[src/rtl/note_mem_reader_if.sv]
// Synth-side note channel of the note memory reader: offered pitch, valid/ready
// handshake and the sounding flag.
interface note_mem_reader_if;
  logic [6:0] note_pitch;
  logic       note_valid;
  logic       note_ready;
  logic       note_on;

  modport master (
    output note_pitch,
    output note_valid,
    output note_on,
    input  note_ready
  );

  modport slave (
    input  note_pitch,
    input  note_valid,
    input  note_on,
    output note_ready
  );
endinterface

[src/rtl/note_mem_reader.sv]
// Playback reader: walks note words from base_addr, offers each to the synth, then
// holds it for its tick duration. Optional looping via NOTE_READER_LOOP_EN.
module note_mem_reader #(
  parameter int ADDR_W   = 11,
  parameter int DEPTH    = 1024,
  parameter int TICK_DIV = 50000
) (
  input  logic              clk,
  input  logic              rst,
  input  logic              start,
  input  logic              stop,
  input  logic [ADDR_W-1:0] base_addr,
  output logic [ADDR_W-1:0] read_addr,
  input  logic [15:0]       rd_data,
  note_mem_reader_if.master note,
  output logic              busy,
  output logic              done
);

  localparam int PW = $clog2(TICK_DIV);
  localparam logic [PW-1:0] PRESC_LAST = PW'(TICK_DIV - 1);
  localparam logic [ADDR_W-1:0] LAST_ADDR = ADDR_W'(DEPTH - 1);

  typedef enum logic [2:0] {
    S_IDLE,
    S_FETCH,
    S_WAIT,
    S_PRESENT,
    S_PLAY
  } state_t;

  state_t            state_q, state_d;
  logic [ADDR_W-1:0] ptr_q, ptr_d;
  logic [ADDR_W-1:0] ra_q, ra_d;
  logic [6:0]        pitch_q, pitch_d;
  logic [7:0]        dur_q, dur_d;
  logic              valid_q, valid_d;
  logic              on_q, on_d;
  logic              done_q, done_d;
  logic [PW-1:0]     presc_q, presc_d;
  logic [7:0]        cnt_q, cnt_d;
  logic [7:0]        cnt_inc;
  logic [ADDR_W-1:0] ptr_next;
`ifdef NOTE_READER_LOOP_EN
  logic [ADDR_W-1:0] base_q, base_d;
`endif

  // An 8-bit counter wrapping to 0 after 256 ticks matches a duration field of 0.
  assign cnt_inc  = cnt_q + 8'd1;
  assign ptr_next = (ptr_q == LAST_ADDR) ? '0 : ptr_q + ADDR_W'(1);

  always_comb begin
    state_d = state_q;
    ptr_d   = ptr_q;
    ra_d    = ra_q;
    pitch_d = pitch_q;
    dur_d   = dur_q;
    valid_d = valid_q;
    on_d    = on_q;
    done_d  = 1'b0;
    presc_d = presc_q;
    cnt_d   = cnt_q;
`ifdef NOTE_READER_LOOP_EN
    base_d  = base_q;
`endif
    if (stop) begin
      state_d = S_IDLE;
      valid_d = 1'b0;
      on_d    = 1'b0;
    end else begin
      case (state_q)
        S_IDLE: begin
          if (start) begin
            state_d = S_FETCH;
            ptr_d   = base_addr;
`ifdef NOTE_READER_LOOP_EN
            base_d  = base_addr;
`endif
          end
        end
        S_FETCH: begin
          ra_d    = ptr_q;
          state_d = S_WAIT;
        end
        S_WAIT: begin
          if (rd_data[15]) begin
            done_d = 1'b1;
`ifdef NOTE_READER_LOOP_EN
            ptr_d   = base_q;
            state_d = S_FETCH;
`else
            state_d = S_IDLE;
`endif
          end else begin
            pitch_d = rd_data[14:8];
            dur_d   = rd_data[7:0];
            valid_d = 1'b1;
            state_d = S_PRESENT;
          end
        end
        S_PRESENT: begin
          if (note.note_ready) begin
            valid_d = 1'b0;
            on_d    = (pitch_q != '0);
            presc_d = '0;
            cnt_d   = '0;
            state_d = S_PLAY;
          end
        end
        S_PLAY: begin
          if (presc_q == PRESC_LAST) begin
            presc_d = '0;
            cnt_d   = cnt_inc;
            if (cnt_inc == dur_q) begin
              on_d    = 1'b0;
              ptr_d   = ptr_next;
              state_d = S_FETCH;
            end
          end else begin
            presc_d = presc_q + PW'(1);
          end
        end
        default: state_d = S_IDLE;
      endcase
    end
  end

  always_ff @(posedge clk) begin
    if (rst) begin
      state_q <= S_IDLE;
      ptr_q   <= '0;
      ra_q    <= '0;
      pitch_q <= '0;
      dur_q   <= '0;
      valid_q <= 1'b0;
      on_q    <= 1'b0;
      done_q  <= 1'b0;
      presc_q <= '0;
      cnt_q   <= '0;
`ifdef NOTE_READER_LOOP_EN
      base_q  <= '0;
`endif
    end else begin
      state_q <= state_d;
      ptr_q   <= ptr_d;
      ra_q    <= ra_d;
      pitch_q <= pitch_d;
      dur_q   <= dur_d;
      valid_q <= valid_d;
      on_q    <= on_d;
      done_q  <= done_d;
      presc_q <= presc_d;
      cnt_q   <= cnt_d;
`ifdef NOTE_READER_LOOP_EN
      base_q  <= base_d;
`endif
    end
  end

  assign read_addr       = ra_q;
  assign note.note_pitch = pitch_q;
  assign note.note_valid = valid_q;
  assign note.note_on    = on_q;
  assign busy            = (state_q != S_IDLE);
  assign done            = done_q;

endmodule

[src/flat_wrapper.sv]
// flat-port wrapper written by rule: the top's interface ports become plain ports
module note_mem_reader_flat 
#(
  parameter int ADDR_W   = 11,
  parameter int DEPTH    = 1024,
  parameter int TICK_DIV = 50000
)
  (clk, rst, start, stop, base_addr, read_addr, rd_data, busy, done, note_note_pitch, note_note_valid, note_note_on, note_note_ready);
  note_mem_reader_if note_i ();
  input  logic clk;
  input  logic rst;
  input  logic start;
  input  logic stop;
  input  logic [ADDR_W-1:0] base_addr;
  output logic [ADDR_W-1:0] read_addr;
  input  logic [15:0] rd_data;
  output logic busy;
  output logic done;
  output wire logic [$bits(note_i.note_pitch)-1:0] note_note_pitch;
  output wire logic [$bits(note_i.note_valid)-1:0] note_note_valid;
  output wire logic [$bits(note_i.note_on)-1:0] note_note_on;
  input wire logic [$bits(note_i.note_ready)-1:0] note_note_ready;
  assign note_note_pitch = note_i.note_pitch;
  assign note_note_valid = note_i.note_valid;
  assign note_note_on = note_i.note_on;
  assign note_i.note_ready = note_note_ready;
  note_mem_reader #(.ADDR_W(ADDR_W), .DEPTH(DEPTH), .TICK_DIV(TICK_DIV)) u_core (.clk(clk), .rst(rst), .start(start), .stop(stop), .base_addr(base_addr), .read_addr(read_addr), .rd_data(rd_data), .note(note_i), .busy(busy), .done(done));
endmodule
[config.mk]
export PLATFORM = sky130hd
export DESIGN_NAME = note_mem_reader_flat
export DESIGN_NICKNAME = d
export VERILOG_FILES = /design/src/rtl/note_mem_reader_if.sv /design/src/rtl/note_mem_reader.sv /design/src/flat_wrapper.sv
export SDC_FILE = /design/constraint.sdc
export NUM_CORES = 1
export LEC_CHECK = 0
export BUFFER_PORTS_ARGS = -buffer_cell sky130_fd_sc_hd__clkbuf_2
export CAP_MARGIN = 20
export CORE_MARGIN = 5
export CORE_UTILIZATION = 27
export DETAILED_ROUTE_END_ITERATION = 8
export PLACE_DENSITY_LB_ADDON = 0.08
export RECOVER_POWER = 25
export SYNTH_ARGS = -nofsm -noshare
export SYNTH_HDL_FRONTEND = slang
export SYNTH_SLANG_ARGS = --single-unit
[constraint.sdc]
create_clock -name clk -period 5.9 [get_ports clk]
set_input_delay 0.295 -clock clk [delete_from_list [all_inputs] [get_ports clk]]
set_output_delay 0.295 -clock clk [all_outputs]
set_load 0.1 [all_outputs]
# After elaboration in Yosys (flattened, before gate mapping)
# Cells that the tools add are included.
[word_totals]
reg_bits = 67
input_bits = 32
out_inout_bits = 22
wordCells = 69
[op_classes]
n_addsub = 3
n_eq_ne = 12
mux = 25
bitwise = 3
reduce_logical = 16
[op_table]
columns = ["op", "n"]
rows = [
  ["$mux 11", 4],
  ["$mux 16", 2],
  ["$pmux 16 s2", 1],
  ["$pmux 11 s2", 1],
  ["$add 16x1->16 const B", 1],
  ["$eq 16x16->1 const B", 1],
  ["$mux 8", 2],
  ["$pmux 8 s2", 1],
  ["$pmux 3 s5", 1],
  ["$mux 3", 4],
  ["$reduce_and 4->1", 3],
  ["$add 11x1->11 const B", 1],
  ["$eq 11x10->1 const B", 1],
  ["$reduce_and 3->1", 3],
  ["$add 8x1->8 const B", 1],
  ["$eq 8x8->1", 1],
  ["$reduce_bool 7->1", 1],
  ["$eq 3x2->1 const B", 2],
  ["$mux 1", 6],
  ["$ne 2x2->1 const B", 3],
  ["$reduce_bool 2->1", 3],
  ["$reduce_and 5->1", 1],
  ["$ne 2x1->1 const B", 2],
  ["$pmux 1 s2", 2],
  ["other kinds (9)", 11],
]

# Longest topological paths before layout
# Gate-level depths: netlist (run 1).
[logic_depth]
ltp_word = 5
ltp_mapped = 10
mapped_depth_nobuf = 7

# Worst setup path before layout (run 1)
# OpenSTA, ideal clock, no wires.
[synth_timing]
path_kind = "register -> register"
start = "reg u_core.cnt_q[0]"
end = "reg u_core.ptr_q[7]"
setup_ns = 0.133
arrival_ns = 2.633
required_ns = 5.767
setup_slack_ns = 3.134
stages_incl_launch_ff = 11
n_path_buf = 3
period_less_slack_ns = 2.766
cell_sequence = "dfxtp_1 -> ha_1 -> and3_1 -> buf_2 -> and3_1 -> or4_1 -> or4_1 -> buf_2 -> buf_2 -> a211oi_1 -> a211oi_2"
[synth_between]
elab_chain_len = 4
[synth_rtl]
columns = ["element", "line", "rtl"]
rows = [
  ["from (decl)", "note_mem_reader.sv:41", "logic [7:0] cnt_q, cnt_d;"],
  ["from (signal assigned)", "note_mem_reader.sv:153", "cnt_q <= cnt_d;"],
  ["$add 8x1->8", "note_mem_reader.sv:49", "assign cnt_inc = cnt_q + 8'd1;"],
  ["$eq 8x8->1", "note_mem_reader.sv:114", "if (cnt_inc == dur_q) begin"],
  ["$ne 2x1->1 (no source line)", "-", ""],
  ["$reduce_and 5->1 (no source line)", "-", ""],
  ["to (signal assigned)", "note_mem_reader.sv:145", "ptr_q <= ptr_d;"],
  ["to (decl)", "note_mem_reader.sv:33", "logic [ADDR_W-1:0] ptr_q, ptr_d;"],
]
# No other way between the ends.
# A chain may end at the register's enable or synchronous reset.

# Worst setup path in the final report (run 1)
[layout_timing]
start = "reg u_core.cnt_q[0]"
end = "reg u_core.ptr_q[4]"
# Same word-level chain as after synthesis.

==> flow_metrics.env, run 1 <==
export IMPL_outcome="finished, violations left"
export IMPL_violations="max-capacitance violations, max-slew violations"
export IMPL_power_density_mw_per_mm2=252.3
export IMPL_synth_seq_cells=67
export IMPL_ctsHoldBuffers=0
export IMPL_yosysWarnings=0
export IMPL_core_mm2=0.01206
export IMPL_track_usage=0.1353
export IMPL_n_fill_cell=1317
export IMPL_diodes=0
export IMPL_vias_per_cell=4.766
export IMPL_async_flop_share=0
export IMPL_numCtsBuffers=9
export IMPL_synth_area_mm2=0.003323
export IMPL_wire_per_inst_um=14.48
export IMPL_avgSynthCellArea_um2=7.838
export IMPL_worstPathMaxFanout=16
export IMPL_cp_arrival_ns=3.35
export IMPL_seq_area_frac_synth=0.4036
export IMPL_grt_setup_unrepaired="no"
export IMPL_finalSetupTns_ns=0
export IMPL_design_die_area_mm2=0.01463
export IMPL_synth_top_area_share=0.4036
export IMPL_post_cts_buffers=0
export IMPL_drtIter0Drc=103
export IMPL_initial_core_util=0.2755
export IMPL_worstSetupPathType="register to register"
export IMPL_die_w_um=120.9
export IMPL_yosys_top_cells_count="82 x nand2_1, 67 x dfxtp_1, 51 x a21oi_1, 32 x nor2_1, 20 x clkbuf_1"
export IMPL_grt_overflow_total=0
export IMPL_cpPeakStageDelay_ns=0.80
export IMPL_crit_slowest_cell="or4_1"
export IMPL_syn_num_nets=459
export IMPL_die_height_um=120.9
export IMPL_drive_above_1_share=0.1258
export IMPL_clockBufferDepth=2
export IMPL_crit_chain="ha_1, and3_1, a21oi_1, or4_1, or4_1, a21o_4, a211oi_1"
export IMPL_ctsRootBufferMaster="clkbuf_16"
export IMPL_io_buffers=53
export IMPL_yosysUniqueCellTypes=52
export IMPL_drt_first_pass_iters=4
export IMPL_wirelength_mm=9.222
export IMPL_power_leakage_nw=1.353
export IMPL_grt_pass1_vias=3092
export IMPL_cts_resized=0
export IMPL_maxCapViolCount=1
export IMPL_grt_max_degree=58
export IMPL_finClkSkew_ns=0.005258
export IMPL_io_pins=54
export IMPL_critPathCaptureType="register"
export IMPL_ys_flop_type="dfxtp_1"
export IMPL_hpwl_mm=6.387
export IMPL_timing_fmax_mhz=318.1
export IMPL_finalHoldViolations=0
export IMPL_clk_insertion_delay_late_ns=0.33
export IMPL_start_kind="register"
export IMPL_required_ns=6.11
export IMPL_placed_area_mm2=0.003741
export IMPL_fin_crit_sh=0.5328
export IMPL_drtAntennaViolNets=0
export IMPL_synth_most_common_cell="nand2_1"
export IMPL_rows=40
export IMPL_relSlewSlack=-0.8522
export IMPL_tritoncts="built"
export IMPL_post_route_min_period_ns=3.144
export IMPL_grt_first_pass_wirelength_mm=15.75
export IMPL_yosysTopAreaCell="dfxtp_1"
export IMPL_netlist_instances=424
export IMPL_fin_ws_ns=2.756
export IMPL_fin_util=0.3286
export IMPL_gp_congestion=0.7439
export IMPL_dp_slack_ns=2.785
export IMPL_antenna_found_initial=0
export IMPL_ir_drop_mv=0.08485
export IMPL_via_count=3036
export IMPL_synth_edf_count=0
export IMPL_htreeDepth=3
export IMPL_cts_sinks=67
export IMPL_worstMarginPinSlew_ns=2.778
export IMPL_nets=502
export IMPL_hp_class="input port to register"
export IMPL_setup_violations_final=0
export IMPL_clkTransAtPathRegs_ns=0.06
export IMPL_stdcell_area_mm2=0.003964
export IMPL_crit_top_cell="or4_1"
export IMPL_drc=0
export IMPL_synthTopCellsByArea="dfxtp_1 40%, nand2_1 9.3%, a21oi_1 7.7%"
export IMPL_area_growth_pct=19.28
export IMPL_slew_violations=58
[critical path: cells and delay by family, from the launching register on]
family,cells,cell delay (ns)
DFF,1,0.42
AOI/OAI and AO/OA,3,0.72
and+or+nand+nor,3,1.62
adders and majority gates,1,0.26
[metal layers]
metal  part of all wire  vias to the layer above  global-route usage
met2               0.44                       70              0.2101
met4              0.014                        0             0.05737
li1                   -                     1587                   -
met5                  0                        -                   0
met3              0.058                        9             0.03776
met1               0.48                     1370              0.1757
[final cells by class]
class                      count  area, um2  share of cell area
timing repair buffer          57      267.8             0.06755
tap                          168      210.2             0.05303
clock buffer                  13      250.2             0.06313
multi-input combinational    321       1853              0.4675
sequential                    67       1341              0.3384
inverter                      11      41.29             0.01042
[state kept, by name, indices dropped and copies added, names as in the netlist]
name and count:
u_core.presc_q 16, u_core.ptr_q 11, u_core.read_addr 11, u_core.cnt_q 8
u_core.dur_q 8, u_core.note.note_pitch 7, u_core.state_q 3, u_core.done 1
u_core.note.note_on 1, u_core.note.note_valid 1
[final timing paths]
path / from / endpoint / slack [ns] / depth (start not counted)
worst min register to register: u_core.read_addr[3] / u_core.read_addr[3] / 0.45 / 2
worst max register to register: u_core.cnt_q[0] / u_core.ptr_q[4] / 2.76 / 7
worst min-delay path: rd_data[9] / u_core.note.note_pitch[1] / 0.19 / 3
worst max-delay path: u_core.cnt_q[0] / u_core.ptr_q[4] / 2.76 / 7
[where the power goes]
| group | internal [mW] | total [mW] | switching, mW |
|---|---|---|---|
| Sequential | 0.459 | 0.467 | 0.00852 |
| Clock | 0.289 | 0.474 | 0.185 |
| Combinational | 0.0212 | 0.0587 | 0.0375 |
[stage by stage]
stage          std cells  hold WS (ns)  total power, mW
2_1_floorplan        424        0.4133           0.5133
3_3_place_gp         624        0.4427           0.5365
3_5_place_dp         624        0.4499           0.5368
4_1_cts              637        0.1753            1.018
5_1_grt              637        0.1840            1.043
6_report             637        0.1870            1.000
[cells in the final DEF, fill, tap and decap left out, types with 2 or more instances in the layout]
master	instances
a211oi_1	9
a21o_1	2
a21oi_1	51
a22o_1	2
a22oi_1	2
and2_1	3
and3_1	6
and4_1	2
buf_4	3
clkbuf_1	23
clkbuf_16	9
clkbuf_2	34
dfxtp_1	67
ha_1	3
inv_1	11
nand2_1	82
nand2b_1	4
nand3_1	11
nand3b_1	3
nand4_1	8
nand4b_1	2
nor2_1	32
nor3_1	16
nor4_1	5
o21ai_0	15
o31a_1	2
o32ai_2	4
or3_1	5
or4_1	5
xnor2_1	15
xor2_1	9
[cells by family (layout without fill, tap and decap cells)]
| family | count (synthesis) | count (layout) | share of synthesized area |
|---|---|---|---|
| AND/OR/NAND/NOR | 189 | 189 | 0.2726 |
| AO/OA/AOI/OAI | 103 | 103 | 0.2007 |
| flip-flops | 67 | 67 | 0.4036 |
| buffers and inverters | 36 | 81 | 0.04217 |
| XOR/XNOR | 24 | 24 | 0.06326 |
| adder cells (fa/ha/maj) | 3 | 3 | 0.01130 |
| multiplexers | 2 | 2 | 0.006400 |
Note: power is estimated with default switching activity, not from simulation.
==> inputs of run 2 (changes only) <==
- clock period: 5.9 -> 2.74 ns (I/O delays scaled with it)
==> run 2 against run 1 <==
  * The run now ends clean
  * Combinational power is 130% higher
  * Fmax is 19% higher
  * Setup slack worse by 2.7 ns
  * Clock-buffer cell count is 2 lower
  * Final area is 6.6% higher
  * Global-route usage is 0.073 points lower
  * Worst hold slack worse by 0.17 ns
  * Die area stayed put
  * First-iteration DRC count is 34% higher
  * Non-clock buffer count is 21 higher
  * Clock power grew to 2.6 times the previous value
  * Critical endpoint is now u_core.ptr_q[7]
  * Largest cell class unchanged
  * Highest routed layer unchanged
==> flow_metrics.env, run 2 (synthesis gave the netlist of run 1 again) <==
export IMPL_antenna_found_initial=0
export IMPL_post_route_min_period_ns=2.635
export IMPL_outcome="finished clean"
export IMPL_core_mm2=0.01206
export IMPL_hpwl_mm=6.664
export IMPL_final_common_cell="nand2_1"
export IMPL_cp_arrival_ns=2.78
export IMPL_power_leakage_nw=1.494
export IMPL_dp_cells=640
export IMPL_start_kind="register"
export IMPL_area_growth_pct=27.18
export IMPL_p_total_mw=2.373
export IMPL_wire_per_inst_um=14.00
export IMPL_holdWs_ns=0.02051
export IMPL_grt_setup_unrepaired="no"
export IMPL_gp_congestion=0.7462
export IMPL_io_pins=54
export IMPL_clkTransAtPathRegs_ns=0.06
export IMPL_worstPathMaxFanout=13
export IMPL_design_die_area_mm2=0.01463
export IMPL_maxCapViolCount=0
export IMPL_via_count=3092
export IMPL_critPathCaptureType="register"
export IMPL_htreeDepth=3
export IMPL_relSlewSlack=0.1398
export IMPL_r2r_cells=9
export IMPL_tritoncts="built"
export IMPL_fin_crit_sh=0.9616
export IMPL_hp_class="input port to register"
export IMPL_initial_core_util=0.2755
export IMPL_clockBufferDepth=2
export IMPL_ctsRootBufferMaster="clkbuf_16"
export IMPL_final_cell_mix="82 x nand2_1, 67 x dfxtp_1, 51 x a21oi_1, 33 x clkbuf_2, 32 x nor2_1"
export IMPL_grt_first_pass_wirelength_mm=15.74
export IMPL_drive_above_1_share=0.1785
export IMPL_finClkSkew_ns=0.007871
export IMPL_largest_reg_flops=16
export IMPL_drtAntennaViolNets=0
export IMPL_ctsHoldBuffers=0
export IMPL_die_w_um=120.9
export IMPL_finalHoldViolations=0
export IMPL_io_buffers=53
export IMPL_drc=0
export IMPL_final_cell_count_no_fill=661
export IMPL_wirelength_mm=9.257
export IMPL_worstSetupPathType="register to register"
export IMPL_drt_first_pass_iters=4
export IMPL_vias_per_cell=4.678
export IMPL_power_density_mw_per_mm2=561.4
export IMPL_reg2reg_slack_ns=0.11
export IMPL_worstMarginPinSlew_ns=1.290
export IMPL_setup_violations_final=0
export IMPL_track_usage=0.1346
export IMPL_finalSetupTns_ns=0
export IMPL_grt_max_degree=27
export IMPL_drtIter0Drc=138
export IMPL_rows=40
export IMPL_cts_sinks=67
export IMPL_clk_insertion_delay_late_ns=0.33
export IMPL_required_ns=2.89
export IMPL_ir_drop_mv=0.2615
export IMPL_grt_pass1_vias=3139
export IMPL_numCtsBuffers=9
export IMPL_die_height_um=120.9
export IMPL_grt_overflow_total=0
export IMPL_top_register="u_core.presc_q"
export IMPL_min_path_cells=3
export IMPL_diodes=0
export IMPL_timing_fmax_mhz=379.5
export IMPL_nets=523
export IMPL_slew_violations=0
run 2: what timing repair did:
action / 4_1_cts / 5_1_grt
setup endpoints to repair: 0 / 9
setup buffers: 0 / 5
gates resized for setup: 0 / 8
run 2: worst paths after layout:
path / startpoint / endpoint
worst min-delay path: rd_data[2] / u_core.dur_q[2]
worst max-delay path: u_core.cnt_q[0] / u_core.ptr_q[7]
worst max register to register: u_core.cnt_q[0] / u_core.ptr_q[7]
worst min register to register: u_core.read_addr[2] / u_core.read_addr[2]
run 2: routing by layer:
metal  vias up  share of wire  GRT usage  routed length [um]
met1      1404           0.50     0.1769                4660
met2        53           0.43     0.2063                3940
met4         0          0.020    0.06161                 187
met3         8          0.051    0.03450                 468
li1       1627              -          -                   -
met5         -              0          0                   0
run 2: power breakdown:
group	internal (mW)	switching [mW]	total, mW
sequential	0.987	0.0158	1.00
combinational	0.0499	0.0862	0.136
clock	0.794	0.439	1.23
run 2: final cells by class:
class / count / area (um2)
clock buffers: 11 / 232.7
fillers: 1274 / 7835
inverters: 11 / 41.29
well taps: 168 / 210.2
flip-flops and latches: 67 / 1341
repair buffers: 78 / 440.4
multi-input cells: 321 / 1883
clock inverters: 5 / 77.57
run 2: worst max-delay path: stages, from the launching register on:
cell and delay (ns):
dfxtp_1 0.31, ha_1 0.20, and3_4 0.19, and3_1 0.15
or4_1 0.49, or4_4 0.51, buf_12 0.16, buf_4 0.13
a211oi_2 0.24, a211oi_2 0.07
run 2: per-stage QoR:
stage | utilization | setup WS, ns | cell area [um2]
2_1_floorplan | - | 0.008068 | 3328
3_3_place_gp | 0.3205 | 0.04260 | 3866
3_5_place_dp | 0.3205 | 0.02435 | 3866
4_1_cts | 0.3463 | 0.007982 | 4177
5_1_grt | 0.3504 | 0.04314 | 4227
6_report | 0.3504 | 0.1051 | 4227
==> inputs of run 3 (changes only) <==
- CORE_ASPECT_RATIO: not set -> 0.9
==> run 3 against run 2 <==
  * Non-clock buffer count shrank 3
  * Power shrank 3.9%
  * Sequential power is essentially flat
  * Utilization shrank 0.55 points
  * Clock skew shrank 0.0015 ns
  * Die area is essentially flat
  * First-iteration DRC count grew 44%
  * Global-route usage is essentially flat
  * Sequential cell count is the same
  * Sequential share of layout area grew 0.47 points
  * Critical path depth shrank 1
  * Register-to-register slack is essentially flat
  * Highest routed layer unchanged
==> flow_metrics.env, run 3 (synthesis gave the netlist of run 1 again) <==
export IMPL_outcome="finished clean"
export IMPL_initial_core_util=0.2752
export IMPL_crit_chain="ha_1, and3_4, and3_1, or4_1, or4_4, buf_12, a211o_1, a211oi_2"
export IMPL_final_cell_mix="82 x nand2_1, 67 x dfxtp_1, 51 x a21oi_1, 34 x clkbuf_2, 32 x nor2_1"
export IMPL_finalHoldViolations=0
export IMPL_ir_drop_mv=0.2443
export IMPL_r2r_end="u_core.ptr_q[7]"
export IMPL_post_route_min_period_ns=2.636
export IMPL_worstSetupPathType="register to register"
export IMPL_p_total_mw=2.281
export IMPL_htreeDepth=3
export IMPL_hp_class="input port to register"
export IMPL_tritoncts="built"
export IMPL_p_comb_frac=0.061
export IMPL_grt_max_degree=24
export IMPL_worstMarginPinSlew_ns=1.227
export IMPL_largest_reg_flops=16
export IMPL_wire_per_inst_um=14.59
export IMPL_setup_violations_final=0
export IMPL_io_buffers=53
export IMPL_cts_sinks=67
export IMPL_maxCapViolCount=0
export IMPL_r2r_cells=8
export IMPL_die_height_um=115.3
export IMPL_grt_pass1_vias=3132
export IMPL_drtIter0Drc=199
export IMPL_top_register="u_core.presc_q"
export IMPL_drive_above_1_share=0.1776
export IMPL_die_w_um=126.9
export IMPL_area_growth_pct=25.34
export IMPL_power_switching_share=0.2372
export IMPL_drt_first_pass_iters=4
export IMPL_slew_violations=0
export IMPL_finalSetupTns_ns=0
export IMPL_drc=0
export IMPL_r2r_start="u_core.cnt_q[0]"
export IMPL_power_density_mw_per_mm2=547.6
export IMPL_grt_setup_unrepaired="no"
export IMPL_relSlewSlack=0.1856
export IMPL_clk_insertion_delay_late_ns=0.33
export IMPL_core_mm2=0.01208
export IMPL_rows=38
export IMPL_pwr_share_clk=0.500
export IMPL_cp_arrival_ns=2.89
export IMPL_grt_first_pass_wirelength_mm=15.84
export IMPL_via_count=3145
export IMPL_cpPeakStageDelay_ns=0.51
export IMPL_finClkSkew_ns=0.006360
export IMPL_power_leakage_nw=1.481
export IMPL_worstPathMaxFanout=16
export IMPL_antenna_found_initial=0
export IMPL_drtAntennaViolNets=0
export IMPL_wirelength_mm=9.485
export IMPL_clockBufferDepth=2
export IMPL_io_pins=54
export IMPL_intPower_mw=1.740
export IMPL_reg2reg_slack_ns=0.10
export IMPL_critPathCaptureType="register"
export IMPL_track_usage=0.1346
export IMPL_timing_fmax_mhz=379.4
export IMPL_required_ns=2.99
export IMPL_ctsRootBufferMaster="clkbuf_16"
export IMPL_vias_per_cell=4.838
export IMPL_crit_slowest_cell="or4_4"
export IMPL_gp_congestion=0.7980
export IMPL_clkTransAtPathRegs_ns=0.06
export IMPL_design_die_area_mm2=0.01463
export IMPL_holdCritStartpoint="rd_data[5]"
export IMPL_post_cts_buffers=0
export IMPL_p_switching_uw=541.0
export IMPL_numCtsBuffers=9
export IMPL_grt_overflow_total=0
export IMPL_fin_util=0.3449
export IMPL_min_path_cells=3
export IMPL_final_common_cell="nand2_1"
export IMPL_hold_path_end="u_core.dur_q[5]"
export IMPL_sequentialPowerShare=0.439
export IMPL_hpwl_mm=6.780
export IMPL_diodes=0
export IMPL_fin_crit_sh=0.9619
export IMPL_nets=520
export IMPL_start_kind="register"
## run 3: worst max path at each step
stage	from	end	slack, ns	cells past startpoint
2_1_floorplan	u_core.cnt_q[0]	u_core.ptr_q[8]	0.008	10
3_3_place_gp	u_core.cnt_q[0]	u_core.ptr_q[5]	0.06	8
3_5_place_dp	u_core.cnt_q[0]	u_core.ptr_q[6]	0.04	8
4_1_cts	u_core.cnt_q[0]	u_core.ptr_q[9]	0.03	8
5_1_grt	u_core.cnt_q[0]	u_core.ptr_q[7]	0.02	8
6_report	u_core.cnt_q[0]	u_core.ptr_q[7]	0.10	8
## run 3: final cells by class
type	count	area, um2
clock inverter	5	53.80
multi-input combinational	321	1877
clock buffer	11	232.7
timing repair buffer	75	419.2
fill	1325	7911
tap	160	200.2
inverter	11	41.29
sequential	67	1341
## run 3: repair_timing
item / in CTS / in global routing
resized for setup: 1 / 6
pin swaps: 0 / 1
hold buffers: 0 / 0
endpoints found under the setup margin: 1 / 10
## run 3: critical path, delay by kind of cell (launching register included)
family | cells | cell delay [ns]
AND/OR/NAND/NOR | 4 | 1.35
flip-flops | 1 | 0.31
buffers and inverters | 1 | 0.17
AO/OA/AOI/OAI | 2 | 0.50
adder cells (fa/ha/maj) | 1 | 0.21
## run 3: stage by stage
step | area [um2] | hold slack [ns] | worst slack (ns) | cells
after floorplan | 3328 | 0.2553 | 0.008068 | 424
after global placement | 3871 | 0.3595 | 0.05796 | 634
after detailed placement | 3871 | 0.3652 | 0.04159 | 634
after CTS | 4163 | 0.007823 | 0.02687 | 650
after global routing | 4165 | 0.01114 | 0.02219 | 650
final | 4165 | 0.01983 | 0.1045 | 650
## run 3: power by group through the flow
stage                     registers, mW  logic [mW]  clock network, mW
after detailed placement           1.02       0.139                  0
after CTS                          1.00       0.141               1.18
after global routing               1.00       0.153               1.21
after floorplan                    1.03      0.0740                  0
after global placement             1.02       0.139                  0
final                              1.00       0.138               1.14
## run 3: layer usage
metal	track usage	wire [um]
met2	0.2042	4053
met3	0.04273	573
met5	0	0
met1	0.1817	4753
met4	0.04503	106
